===== src/rtl/freq_div_detect.sv =====
// Measures the period and high time of a divided clock sampled in the clk domain,
// recovers the power-of-two divider select code and reports lock once it is stable.
module freq_div_detect #(
    parameter int SYNC_STAGES = 2,
    parameter int LOCK_COUNT  = 2
) (
    input  logic       clk,
    input  logic       reset,
    input  logic       sig_in,
    output logic [2:0] sel_out,
    output logic       locked,
    output logic       err,
    output logic [8:0] period
);

    typedef enum logic [1:0] {IDLE, MEASURE, LOCKED} state_t;

    localparam logic [2:0] LC = 3'(LOCK_COUNT);

    state_t                 r_state;
    logic [SYNC_STAGES-1:0] r_sync;
    logic                   r_sDly;
    logic [8:0]             r_cnt;
    logic [8:0]             r_hi;
    logic [2:0]             r_cand;
    logic [2:0]             r_match;

    logic       w_s;
    logic       w_rise;
    logic       w_fall;
    logic       w_pow2;
    logic [2:0] w_code;
    logic       w_dutyOk;
    logic       w_valid;
    logic       w_timeout;
    logic [2:0] w_nextMatch;

    assign w_s    = r_sync[SYNC_STAGES-1];
    assign w_rise = w_s & ~r_sDly;
    assign w_fall = ~w_s & r_sDly;

    // At a rise r_cnt still holds the completed rise-to-rise period.
    always_comb begin
        w_pow2 = 1'b1;
        w_code = 3'd0;
        case (r_cnt)
            9'd2:    w_code = 3'd0;
            9'd4:    w_code = 3'd1;
            9'd8:    w_code = 3'd2;
            9'd16:   w_code = 3'd3;
            9'd32:   w_code = 3'd4;
            9'd64:   w_code = 3'd5;
            9'd128:  w_code = 3'd6;
            9'd256:  w_code = 3'd7;
            default: w_pow2 = 1'b0;
        endcase
    end

    assign w_dutyOk    = ({r_hi, 1'b0} == {1'b0, r_cnt});
    assign w_valid     = w_pow2 & w_dutyOk;
    assign w_timeout   = (r_cnt == 9'h1FF) & ~w_rise;
    assign w_nextMatch = ((w_code == r_cand) && (r_match != 3'd0)) ? r_match + 3'd1 : 3'd1;

    always_ff @(posedge clk) begin
        if (!reset) begin
            r_sync <= '0;
            r_sDly <= 1'b0;
            r_cnt  <= 9'd0;
            r_hi   <= 9'd0;
        end else begin
            r_sync[0] <= sig_in;
            for (int i = 1; i < SYNC_STAGES; i++) begin
                r_sync[i] <= r_sync[i-1];
            end
            r_sDly <= w_s;
            if (w_rise) begin
                r_cnt <= 9'd1;
            end else if (r_cnt != 9'h1FF) begin
                r_cnt <= r_cnt + 9'd1;
            end
            if (w_fall) begin
                r_hi <= r_cnt;
            end
        end
    end

    // A rise always takes precedence over timeout, so at most one err event per cycle.
    always_ff @(posedge clk) begin
        if (!reset) begin
            r_state <= IDLE;
            r_cand  <= 3'd0;
            r_match <= 3'd0;
            sel_out <= 3'd0;
            locked  <= 1'b0;
            err     <= 1'b0;
            period  <= 9'd0;
        end else begin
            err <= 1'b0;
            case (r_state)
                IDLE: begin
                    if (w_rise) begin
                        r_state <= MEASURE;
                    end
                end
                MEASURE: begin
                    if (w_rise) begin
                        period <= r_cnt;
                        if (w_valid) begin
                            r_cand  <= w_code;
                            r_match <= w_nextMatch;
                            if (w_nextMatch == LC) begin
                                r_state <= LOCKED;
                                sel_out <= w_code;
                                locked  <= 1'b1;
                            end
                        end else begin
                            r_match <= 3'd0;
                            err     <= 1'b1;
                        end
                    end else if (w_timeout) begin
                        err     <= 1'b1;
                        locked  <= 1'b0;
                        r_match <= 3'd0;
                        r_state <= IDLE;
                    end
                end
                LOCKED: begin
                    if (w_rise) begin
                        period <= r_cnt;
                        if (!(w_valid && (w_code == sel_out))) begin
                            err     <= 1'b1;
                            locked  <= 1'b0;
                            r_state <= MEASURE;
                            if (w_valid) begin
                                r_cand  <= w_code;
                                r_match <= 3'd1;
                            end else begin
                                r_match <= 3'd0;
                            end
                        end
                    end else if (w_timeout) begin
                        err     <= 1'b1;
                        locked  <= 1'b0;
                        r_match <= 3'd0;
                        r_state <= IDLE;
                    end
                end
                default: r_state <= IDLE;
            endcase
        end
    end

endmodule

===== config.mk =====
export PLATFORM = sky130hd
export DESIGN_NAME = freq_div_detect
export DESIGN_NICKNAME = d
export VERILOG_FILES = /design/src/rtl/freq_div_detect.sv
export SDC_FILE = /design/constraint.sdc
export NUM_CORES = 1
export LEC_CHECK = 0
export CAP_MARGIN = 20
export CORE_MARGIN = 5
export CORE_UTILIZATION = 40
export CTS_BUF_LIST = sky130_fd_sc_hd__clkbuf_8
export CTS_CLUSTER_DIAMETER = 120
export DETAILED_ROUTE_END_ITERATION = 7
export PLACE_DENSITY = 0.6
export SLEW_MARGIN = 20
export SYNTH_ARGS = -nofsm -noshare
export SYNTH_HDL_FRONTEND = slang
export SYNTH_SLANG_ARGS = --single-unit
export TNS_END_PERCENT = 30

===== constraint.sdc =====
create_clock -name clk -period 2.6 [get_ports clk]
set_input_delay 0.52 -clock clk [delete_from_list [all_inputs] [get_ports clk]]
set_output_delay 0.52 -clock clk [all_outputs]
set_load 0.02 [all_outputs]

# ---- Word-level counts from Yosys, hierarchy flattened
# Cells that the tools add are included.
dict set report word_totals {
  reg_bits 43
  input_bits 3
  out_inout_bits 14
  elab_cells 98
}
dict set report op_classes {
  add_sub_neg 2
  eq_ne 23
  mux 38
  n_bitwise 8
  n_reduce_logical 15
}
# cell n
set ops {}
lappend ops {{two-way mux 3 bit} 10}
lappend ops {{one-hot mux 3 bit (7 select lines)} 1}
lappend ops {{== test 9 bit, second input constant} 2}
lappend ops {{AND reduction 4 bit} 4}
lappend ops {{two-way mux 1 bit} 15}
lappend ops {{two-way mux 2 bit} 7}
lappend ops {{one-hot mux 3 bit (2 select lines)} 2}
lappend ops {{== test 10 x 9 -> 1 bit} 1}
lappend ops {{adder 9 x 1 -> 9 bit, second input constant} 1}
lappend ops {{== test 9 x 2 -> 1 bit, second input constant} 1}
lappend ops {{== test 9 x 3 -> 1 bit, second input constant} 1}
lappend ops {{== test 9 x 4 -> 1 bit, second input constant} 1}
lappend ops {{== test 9 x 5 -> 1 bit, second input constant} 1}
lappend ops {{== test 9 x 6 -> 1 bit, second input constant} 1}
lappend ops {{== test 9 x 7 -> 1 bit, second input constant} 1}
lappend ops {{== test 9 x 8 -> 1 bit, second input constant} 1}
lappend ops {{!= test 3 bit, second input constant} 3}
lappend ops {{!= test 9 bit, second input constant} 1}
lappend ops {{!= test 2 bit, second input constant} 4}
lappend ops {{OR reduction 8 bit} 1}
lappend ops {{== test 3 bit} 2}
lappend ops {{one-hot mux 2 bit (3 select lines)} 1}
lappend ops {{AND 1 bit} 4}
lappend ops {{NOT 1 bit} 4}
lappend ops {{11 further kinds} 16}

# ---- Logic depth before layout (Yosys ltp)
# Gate-level depths: netlist of the first run.
dict set report logic_depth {
  ltp_word 10
  depth_mapped 10
}

# ---- Worst setup path before layout of the first run
# No wires, ideal clock.
dict set report synth_timing {
  kind {flip-flop to flip-flop}
  startpoint {register r_cnt[0]}
  endpoint {register sel_out[2]}
  setup_time_ns 0.128
  arrival_time_ns 2.339
  setup_slack_ns 0.133
  path_stages_with_launch 10
  n_path_buf 0
  cell_sequence {dfxtp_1 > inv_1 > ha_1 > or4b_4 > or3_4 > a21oi_4 > o2111ai_4 > nor4b_4 > mux2i_1 > nor2_1}
}
dict set report synth_between {
  elab_chain_len 7
}
# item line_no
set synth_rtl {}
lappend synth_rtl {{start: declaration} 23} ;# logic [8:0] r_cnt;
lappend synth_rtl {{start signal: assignment} 79} ;# r_cnt <= r_cnt + 9'd1;
lappend synth_rtl {{== test 9 bit (tied with other cells)} 46} ;# case (r_cnt)
lappend synth_rtl {{one-hot mux 3 bit (7 select lines)} 46}
lappend synth_rtl {{== test 3 bit} 62} ;# assign w_nextMatch = ((w_code == r_cand) && (r_match != 3'd0)) ? r_match + 3'd1 : 3'd1;
lappend synth_rtl {{logical AND 1 bit} 62}
lappend synth_rtl {{two-way mux 3 bit} 62}
lappend synth_rtl {{== test 3 x 2 -> 1 bit} 111} ;# if (w_nextMatch == LC) begin
lappend synth_rtl {{AND reduction 4 bit (no line)} --}
lappend synth_rtl {{end signal: assignment} 113} ;# sel_out <= w_code;
lappend synth_rtl {{end: declaration} 10} ;# output logic [2:0] sel_out,
# Several ways; a longest one is shown, not always the timed one.
# A chain may end at the register's enable or synchronous reset.

# ---- Worst setup path in the final report of the first run
# Ends and elaborated chain as after synthesis.

==> flow_metrics.py, run 1 <==
metrics = {
    "power_and_ir_drop": {
        "p_switching_w": 0.000388,
        "swShare_pct": 27.0,
        "power_leakage_nw": 1.07,
        "peakVddDrop_mv": 0.268,
        "seq_power_share_pct": 47.5,
        "p_int_w": 0.00105,
        "p_comb_share_pct": 14.8,
        "power_density_nw_per_um2": 485,
        "p_clk_share_pct": 37.7,
    },
    "sta": {
        "finalSetupViolCount": 0,
        "hold_violations": 0,
        "rsz0062_at_grt": "yes",
        "period_needed_ns": 2.54,
        "fin_crit_sh_pct": 97.8,
        "fmax_mhz": 393,
        "clock_skew_ns": 0.00527,
        "final.setup.tns_ns": 0,
        "worst_slew_pin_slew_ns": 0.630,
        "slew_violations": 0,
        "slew_headroom_pct": 57.7,
    },
    "cells_and_area": {
        "final_common_cell": "nand2_1",
        "fin_nets": 328,
        "n_antenna_cell": 0,
        "final_cell_mix": "nand2_1 (43), dfxtp_1 (42), nor2_1 (22)",
        "instances_no_fill": 391,
        "layout-drive-gt1-share_pct": 16.5,
        "syn_to_final_growth_pct": 17.7,
        "final_util_pct": 49.1,
    },
    "clock_tree": {
        "numClockSinks": 43,
        "clockBufferDepth": 2,
        "ctsHoldBuffers": 0,
        "cts_tree": "done",
        "cts_buffers": 5,
        "root_buffer": "clkbuf_8",
        "htree_levels": 2,
        "clk-insertion-delay-late_ns": 0.30,
        "cts.clk_slew.worst_paths_ns": 0.09,
    },
    "worst_setup_path": {
        "worst_setup_path_start_kind": "flop",
        "r2r-start": "r_cnt[0]$_SDFFE_PN0N_",
        "cp.arrival_ns": 2.72,
        "r2r_cells": 9,
        "crit_required_ns": 2.77,
        "regToRegEndpoint": "sel_out[2]$_SDFFE_PN0P_",
        "cp-end-kind": "flop",
        "crit_fanout": 4,
        "timing_worst_setup_path_type": "reg -> reg",
        "r2r_setup_slack_ns": 0.06,
    },
    "grt": {
        "grt_remaining_overflow": 0,
        "grt_pass1_vias": 2024,
        "grt_usage_pct": 14.8,
        "grt_max_degree": 25,
        "grt_pass1_wl_mm": 9.21,
        "antenna_found_initial": 0,
    },
    "place": {
        "dp.cells": 382,
        "place_congestion": 0.821,
        "dpl.hpwl_mm": 4.10,
        "port_buffers": 16,
    },
    "yosys": {
        "ys_async_sr_fraction_pct": 0,
        "yosys_warnings": 0,
        "synth-edff-count": 0,
        "syn_nets": 303,
        "synth_flop_cell": "dfxtp_1",
        "synthesis.area_um2": 2510,
        "synth.distinct_cells": 59,
        "synth.avg_cell_area_um2": 8.67,
        "ys_seq_area_share_pct": 34.2,
        "synth-seq-cells": 43,
        "netlist_instances": 290,
    },
    "hold_path": {
        "holdPathEnd": "r_sync[1]$_SDFF_PN0_",
        "hold_class": "reg -> reg",
        "hp-start": "r_sync[0]$_SDFF_PN0_",
        "min_path_cells": 1,
    },
    "drt": {
        "drt_iter0_drc": 54,
        "wl_per_cell_um": 14.0,
        "drc_errors": 0,
        "wirelength_mm": 5.49,
        "dr_total_vias": 2054,
        "via_per_inst": 5.25,
        "drt_pass1_iterations": 4,
        "drt.antenna.violating_nets": 0,
    },
    "die": {
        "core_area_um2": 6030,
        "ioPinCount": 17,
        "die_w_um": 89.3,
        "start_util_pct": 41.7,
        "row_count": 28,
        "die_area_um2": 7970,
        "die_h_um": 89.3,
    },
    "status": {
        "status": "finished clean",
    },
    "flow_run": {
        "max-cap-violations": 0,
    },
}
[synth_stat cells, types with 2 or more instances]
cell	number	area share (%)
ha_1	10	5.0
nor2b_1	10	2.5
inv_1	10	1.5
nand2b_1	3	0.75
nor3_1	3	0.60
nand3_1	15	3.0
dfxtp_1	43	34
nand4_1	4	0.99
mux2i_1	10	4.0
clkbuf_8	4	2.2
o211ai_1	2	0.60
o31a_1	2	0.70
a21boi_0	11	3.3
nor2_1	22	3.3
a21oi_1	15	3.0
buf_2	2	0.40
nor4_1	3	0.75
nor4b_1	2	0.70
clkbuf_1	8	1.2
or2_2	2	0.50
xor2_1	11	3.8
o21ai_0	8	1.6
xnor2_1	8	2.8
or3_1	2	0.50
and3_1	2	0.50
and2_1	3	0.75
nand2_1	43	6.4
[cell type report]
type | instances | area (µm²)
Multi-Input combinational cell | 221 | 1560
Sequential cell | 43 | 862
Fill cell | 612 | 3070
Inverter | 10 | 37.5
Timing Repair Buffer | 34 | 295
Clock inverter | 3 | 46.3
Clock buffer | 5 | 68.8
Tap cell | 75 | 93.8
[how the worst max path moves through the flow]
stage / start / to / slack (ns) / cells past startpoint
after floorplan: r_cnt[0]$_SDFFE_PN0N_ / sel_out[2]$_SDFFE_PN0P_ / 0.13 / 9
after global placement: r_cnt[0]$_SDFFE_PN0N_ / sel_out[2]$_SDFFE_PN0P_ / 0.08 / 9
after detailed placement: r_cnt[0]$_SDFFE_PN0N_ / r_cand[2]$_SDFFE_PN0P_ / 0.05 / 9
after CTS: r_cnt[0]$_SDFFE_PN0N_ / r_match[1]$_SDFFE_PN0P_ / 0.02 / 10
after global routing: r_cnt[0]$_SDFFE_PN0N_ / sel_out[2]$_SDFFE_PN0P_ / -0.08 / 9
final: r_cnt[0]$_SDFFE_PN0N_ / sel_out[2]$_SDFFE_PN0P_ / 0.06 / 9
[power groups by stage]
stage	Sequential [W]	Clock, W	Combinational (W)
floorplan	0.000699	0	0.000140
global placement	0.000697	0	0.000200
detailed placement	0.000698	0	0.000204
CTS	0.000682	0.000549	0.000205
global route	0.000685	0.000581	0.000235
finish	0.000683	0.000541	0.000212
[logic make-up after synthesis]
kind of cell / count (synthesis) / share of synthesized area (%)
muxes: 11 / 4.43
buffers and inverters: 26 / 6.12
AOI/OAI and AO/OA: 55 / 16.8
DFF: 43 / 34.2
adders and majority gates: 10 / 4.98
and+or+nand+nor: 126 / 26.9
xor gates and xnor gates: 19 / 6.62
[registers in the layout (all words and copies together) (netlist names)]
| signal | cells |
|---|---|
| err | 1 |
| locked | 1 |
| period | 9 |
| r_cand | 3 |
| r_cnt | 9 |
| r_hi | 9 |
| r_match | 3 |
| r_sDly | 1 |
| r_state | 2 |
| r_sync | 2 |
| sel_out | 3 |
[worst max-delay path, cell delays in order (launching register included)]
cell       delay, ns
dfxtp_2         0.33
inv_2           0.07
ha_4            0.14
or4b_4          0.49
or3_4           0.39
a21oi_4         0.17
o2111ai_4       0.18
nor4b_4         0.37
mux2i_1         0.23
nor2_1          0.05
[routing by layer]
metal  wire [µm]  track usage, %  up-vias
li1            -               -     1048
met1        2630            18.7      974
met2        2660            25.5       25
met3         147            3.32        7
met4          53            3.65        0
met5           0               0        -
[stage by stage]
step	hold slack [ns]	power [W]	worst slack [ns]	area, µm²
detailed placement	0.420	0.000901	0.0541	2780
CTS	0.445	0.00144	0.0156	2900
floorplan	0.412	0.000839	0.133	2510
global placement	0.415	0.000897	0.0766	2780
global route	0.469	0.00150	-0.0753	2960
finish	0.443	0.00144	0.0566	2960
[what timing repair did]
item | CTS | global route
buffers inserted | 0 | 1
endpoints found under the setup margin | 0 | 12
resized for setup | 0 | 9
(Power assumes the default switching activity.)
==> run 2: changes to the inputs <==
- TNS_END_PERCENT: 30 -> unset
==> results of run 2 <==
No change in the layout: final DEF, timing and power equal those of run 1.
